==> config.mk <==
export PLATFORM = sky130hd
export DESIGN_NAME = logmul_seq_ctrl
export DESIGN_NICKNAME = d
export VERILOG_FILES = /design/src/rtl/logmul_seq_ctrl.sv
export SDC_FILE = /design/constraint.sdc
export NUM_CORES = 1
export LEC_CHECK = 0
export CAP_MARGIN = 20
export CORE_MARGIN = 1
export CORE_UTILIZATION = 55
export CTS_BUF_LIST = sky130_fd_sc_hd__clkbuf_4 sky130_fd_sc_hd__clkbuf_8
export DETAILED_ROUTE_END_ITERATION = 8
export GPL_TIMING_DRIVEN = 0
export PLACE_DENSITY = 0.75
export SLEW_MARGIN = 20
export SYNTH_ARGS = -nofsm -noshare
export SYNTH_HDL_FRONTEND = slang
export SYNTH_SLANG_ARGS = --single-unit
==> constraint.sdc <==
create_clock -name clk -period 4.8 [get_ports clk]
set_input_delay 0.72 -clock clk [delete_from_list [all_inputs] [get_ports clk]]
set_output_delay 0.72 -clock clk [all_outputs]
set_load 0.05 [all_outputs]
==> src/rtl/logmul_seq_ctrl.sv <==
// Sequencer for an 8x8 Mitchell logarithmic multiplier: a bit-serial
// leading-one scan of both operands, then log add and antilog in one cycle.
// Ports:
//   clk, rst              clock, asynchronous active-high reset
//   in_valid / in_ready   operand handshake (n_var_1 = A, n_var_2 = B)
//   out_valid / out_ready product handshake, c = 16-bit approximate product
//   busy                  high whenever the sequencer is not idle
module logmul_seq_ctrl #(
    parameter int MITCHELL = 1
) (
    input  logic        clk,
    input  logic        rst,
    input  logic        in_valid,
    output logic        in_ready,
    input  logic [7:0]  n_var_1,
    input  logic [7:0]  n_var_2,
    output logic        out_valid,
    input  logic        out_ready,
    output logic [15:0] c,
    output logic        busy
);

    typedef enum logic [1:0] {
        IDLE = 2'd0,
        SCAN = 2'd1,
        CALC = 2'd2,
        DONE = 2'd3
    } state_t;

    state_t      r_state;
    state_t      w_next;

    logic [7:0]  r_a;
    logic [7:0]  r_b;
    logic [2:0]  r_cnt;
    logic        r_fnd1;
    logic        r_fnd2;
    logic [2:0]  r_k1;
    logic [2:0]  r_k2;
    logic [15:0] r_c;

    logic        w_accept;
    logic        w_zero;
    logic [6:0]  w_f1;
    logic [6:0]  w_f2;
    logic [7:0]  w_s;
    logic [3:0]  w_kk;
    logic [15:0] w_c;

    assign w_accept = in_valid && (r_state == IDLE);
    assign w_zero   = (n_var_1 == 8'd0) || (n_var_2 == 8'd0);

    // State register
    always_ff @(posedge clk or posedge rst) begin
        if (rst) begin
            r_state <= IDLE;
        end else begin
            r_state <= w_next;
        end
    end

    // Next-state logic
    always_comb begin
        w_next = r_state;
        unique case (r_state)
            IDLE: begin
                if (w_accept) begin
                    w_next = w_zero ? DONE : SCAN;
                end
            end
            SCAN: begin
                if (r_cnt == 3'd0) begin
                    w_next = CALC;
                end
            end
            CALC: begin
                w_next = DONE;
            end
            DONE: begin
                if (out_ready) begin
                    w_next = IDLE;
                end
            end
            default: begin
                w_next = IDLE;
            end
        endcase
    end

    // Output logic
    always_comb begin
        in_ready  = (r_state == IDLE);
        busy      = (r_state != IDLE);
        out_valid = (r_state == DONE);
        c         = r_c;
    end

    // Antilog: the leading one is shifted to bit 7, the 7 bits below it
    // are the fractional part of the log.
    always_comb begin
        w_f1 = 7'(r_a << (3'd7 - r_k1));
        w_f2 = 7'(r_b << (3'd7 - r_k2));
        w_s  = {1'b0, w_f1} + {1'b0, w_f2};
        w_kk = {1'b0, r_k1} + {1'b0, r_k2};
        if (MITCHELL == 0) begin
            w_c = 16'(24'd1 << w_kk);
        end else if (!w_s[7]) begin
            w_c = 16'(((24'd128 + {16'd0, w_s}) << w_kk) >> 7);
        end else begin
            // Fraction sum carried past 1.0: exponent grows by one.
            w_c = 16'(({16'd0, w_s} << w_kk) >> 6);
        end
    end

    // Datapath registers
    always_ff @(posedge clk or posedge rst) begin
        if (rst) begin
            r_a    <= 8'd0;
            r_b    <= 8'd0;
            r_cnt  <= 3'd7;
            r_fnd1 <= 1'b0;
            r_fnd2 <= 1'b0;
            r_k1   <= 3'd0;
            r_k2   <= 3'd0;
            r_c    <= 16'd0;
        end else begin
            unique case (r_state)
                IDLE: begin
                    if (w_accept) begin
                        r_a    <= n_var_1;
                        r_b    <= n_var_2;
                        r_cnt  <= 3'd7;
                        r_fnd1 <= 1'b0;
                        r_fnd2 <= 1'b0;
                        if (w_zero) begin
                            r_c <= 16'd0;
                        end
                    end
                end
                SCAN: begin
                    // Scan from MSB down; only the first one seen is kept.
                    if (!r_fnd1 && r_a[r_cnt]) begin
                        r_k1   <= r_cnt;
                        r_fnd1 <= 1'b1;
                    end
                    if (!r_fnd2 && r_b[r_cnt]) begin
                        r_k2   <= r_cnt;
                        r_fnd2 <= 1'b1;
                    end
                    r_cnt <= r_cnt - 3'd1;
                end
                CALC: begin
                    r_c <= w_c;
                end
                DONE: begin
                end
                default: begin
                end
            endcase
        end
    end

endmodule

==> results.md, run 1 <==
* Outcome: finished with violations
* Failing checks: DRC
* Core Area at 0.00642 mm²
* WS Path Type: reg2reg
* Layout cells sized above 1 at 0.155
* Cell count after placement at 527
* Remaining antenna violation count after routing at 0
* Ys Warns at 0
* Die area at 0.00709 mm²
* Clock Pin Slew Worst Setup and Hold Paths at 0.10 ns
* Global Route Usage Sum at 0.279
* Initial antenna violation count at 0
* Avg WL per Cell at 17.7 µm
* H-tree depth at 2
* Hold/Removal Path Class: reg2reg
* # rows at 29
* # IOs at 39
* Clk_skew at 0.0122 ns
* I/O Buffers at 38
* CTS root buf: clkbuf_8
* Hold Path Sink: c[14]$_DFFE_PP0P_
* Data arrival, critical path at 4.45 ns
* Hpwl dp at 7130 µm
* Fraction of the cycle the final worst path needs at 0.882
* Area grow syn2layout at 15.8%
* Syn_nets at 450
* Final net count at 496
* Cell Area, Synth at 0.00372 mm²
* Post-cts resize count at 0
* Post-synth top flop: dfrtp_1
* Slew HR at 0.372
* Die width at 84.2 µm
* Tmin final at 4.23 ns
* Reg-to-Reg Start: r_k1[1]$_DFFE_PP0P_
* Slew Limit Fails at 0
* Clk buf depth at 2
* Ant diodes at 0
* Fillcell total at 521
* Setup violators final at 0
* Vias at 3412
* Final setup TNS at 0 ns
* GRT overflow at 0
* Number of synthesized flops with an enable pin at 0
* Synth cell types at 65
* Yosys reg bits at 45
* Fmax at 236 MHz
* Hold_buf cts at 0
* Max-Cap Viols at 0
* Vias in the first global route at 3355
* Measured slew at the worst slew-check pin at 0.935 ns
* Async set-reset flop share out of synthesis at 1.00
* RSZ-0062 raised after global routing: false
* Biggest fanout along the worst timing path at 10
* Synth area leader: dfrtp_1
* Yosys top cell area share at 0.283
* Post-synthesis sequential area ratio at 0.304
* Reg-to-reg endpoint: c[11]$_DFFE_PP0P_
* Clock latency on the worst-skew pair at 0.32 ns
* Hold Path Depth at 2
* Routability cong. at 0.931
* CTS tree: done
* Critical path required time at 5.02 ns
* Top post-synthesis cells by area: dfrtp_1 (28%), mux2_2 (8.8%), ha_1 (5.7%), nand2_1 (5.3%), mux2i_1 (4.6%)
* Effective utilization at floorplan at 0.579
* Most common cell after layout, fill and taps aside: nand2_1
* Largest net degree at the start of global routing at 35
* Sink Count at 45
* Min-delay src: c[14]$_DFFE_PP0P_
* Die H at 84.2 µm
* CP Launch Type: register
* Commonest non-fill, non-tap cells in the layout: nand2_1 (52), dfrtp_1 (42), clkdlybuf4s50_1 (38)
* Non-filler cells, final at 535
* Fin. Hold Viols at 0
* First-pass GRT wire length at 15800 µm
* Syn Inst Count at 411
* DRC Markers at 4
* Worst setup EP type: register
* Synth Area per Inst at 9.04 µm²
* Final WL at 9450 µm
* Post-CTS Setup Bufs at 0
* CTS buffer count at 5
* Drt initial violations at 211
* Vias/cell at 6.38
* FF-to-FF path depth at 16
* R2r setup slk at 0.57 ns
* TritonRoute pass-1 iters at 6
[worst max-delay path by stage]
stage / from / to / slack [ns] / cells past startpoint
after global placement: r_k1[2]$_DFFE_PP0P_ / c[11]$_DFFE_PP0P_ / 0.70 / 16
after global routing: r_k1[1]$_DFFE_PP0P_ / c[11]$_DFFE_PP0P_ / 0.28 / 16
after CTS: r_k1[1]$_DFFE_PP0P_ / c[11]$_DFFE_PP0P_ / 0.61 / 16
after floorplan: r_k1[1]$_DFFE_PP0P_ / c[11]$_DFFE_PP0P_ / 1.17 / 16
final: r_k1[1]$_DFFE_PP0P_ / c[11]$_DFFE_PP0P_ / 0.57 / 16
after detailed placement: r_k1[2]$_DFFE_PP0P_ / c[3]$_DFFE_PP0P_ / 0.62 / 16
[routing by layer]
layer,track usage,vias up,part of all wire
li1,-,1633,-
met1,0.349,1655,0.44
met2,0.491,105,0.50
met3,0.0423,19,0.037
met4,0.103,0,0.021
met5,0,-,0
[worst max-delay path: stages, from the launching register on]
cell      delay, ns
dfrtp_1        0.41
clkbuf_1       0.34
mux2_2         0.40
nand2_1        0.07
o21ai_0        0.11
and2_1         0.19
ha_1           0.25
a211o_1        0.36
and3_1         0.20
o22ai_2        0.19
clkinv_1       0.27
buf_2          0.28
ha_1           0.35
mux2i_2        0.21
o221a_1        0.23
a31oi_2        0.06
a22o_1         0.22
[registers in the layout, summed over array words and instances, names as in the netlist]
name,count
c,16
r_a,8
r_b,8
r_cnt,3
r_k1,3
r_k2,3
r_state,2
r_fnd1,1
r_fnd2,1
[cell families (layout without fill, tap and decap cells)]
| logic type | count (synthesis) | after routing | synth area share |
|---|---|---|---|
| mux | 54 | 54 | 0.180 |
| compound gates | 114 | 114 | 0.219 |
| buf+inv | 42 | 89 | 0.0481 |
| xor+xnor | 3 | 3 | 0.00707 |
| fa+ha+maj | 19 | 19 | 0.0680 |
| flops | 45 | 45 | 0.304 |
| simple gates | 134 | 134 | 0.174 |
[per-stage QoR]
stage	instance area (µm²)	util	hold slack, ns	setup slack, ns
3_5_place_dp	4210	0.656	0.470	0.617
5_1_grt	4300	0.670	0.527	0.282
6_report	4300	0.670	0.492	0.567
2_1_floorplan	3720	-	0.474	1.17
4_1_cts	4300	0.670	0.493	0.608
3_3_place_gp	4190	0.653	0.463	0.702
[final cells by class]
cell class,count,area (µm²),area share
clock inverters,3,21.3,0.00494
clock buffers,5,68.8,0.0160
well taps,77,96.3,0.0224
repair buffers,39,400,0.0931
plain buffers,30,134,0.0311
multi-input cells,324,2410,0.559
flip-flops and latches,45,1130,0.263
inverters,12,45.0,0.0105
[synthesized netlist by cell type (all sizes together), types with 3 or more instances]
master	number
a211o	3
nand4	3
o211ai	11
nor4	5
or4b	3
nor3b	4
o31ai	7
nor3	12
a31oi	6
a32oi	5
o21a	5
and3	3
inv	11
dfrtp	42
and2	4
mux2i	18
ha	17
buf	10
mux2	29
o22ai	3
or3	3
nor2	25
a211oi	6
clkbuf	20
nand3	8
nand2	52
mux4	7
dfstp	3
nand2b	5
o21ai	34
a22oi	3
a21oi	14
Power of run 1 is not shown: default switching activity piles up to over one toggle a cycle in this logic, so the estimate is an artifact.
==> run 2, diff against run 1 <==
--- a/config.mk
+++ b/config.mk
@@ -13,4 +13,5 @@
 export GPL_TIMING_DRIVEN = 0
 export PLACE_DENSITY = 0.75
+export SKIP_CTS_REPAIR_TIMING = 1
 export SLEW_MARGIN = 20
 export SYNTH_ARGS = -nofsm -noshare
==> constraint.sdc (replaced) <==
create_clock -name clk -period 4.8 [get_ports clk]
set_input_delay 0.72 -clock clk [delete_from_list [all_inputs] [get_ports clk]]
set_output_delay 0.72 -clock clk [all_outputs]
set_load 0.1 [all_outputs]
==> results of run 2 <==
Same layout as run 1 (identical final DEF). Status: finished with violations: DRC.
Power of run 2 is left out for the same reason.
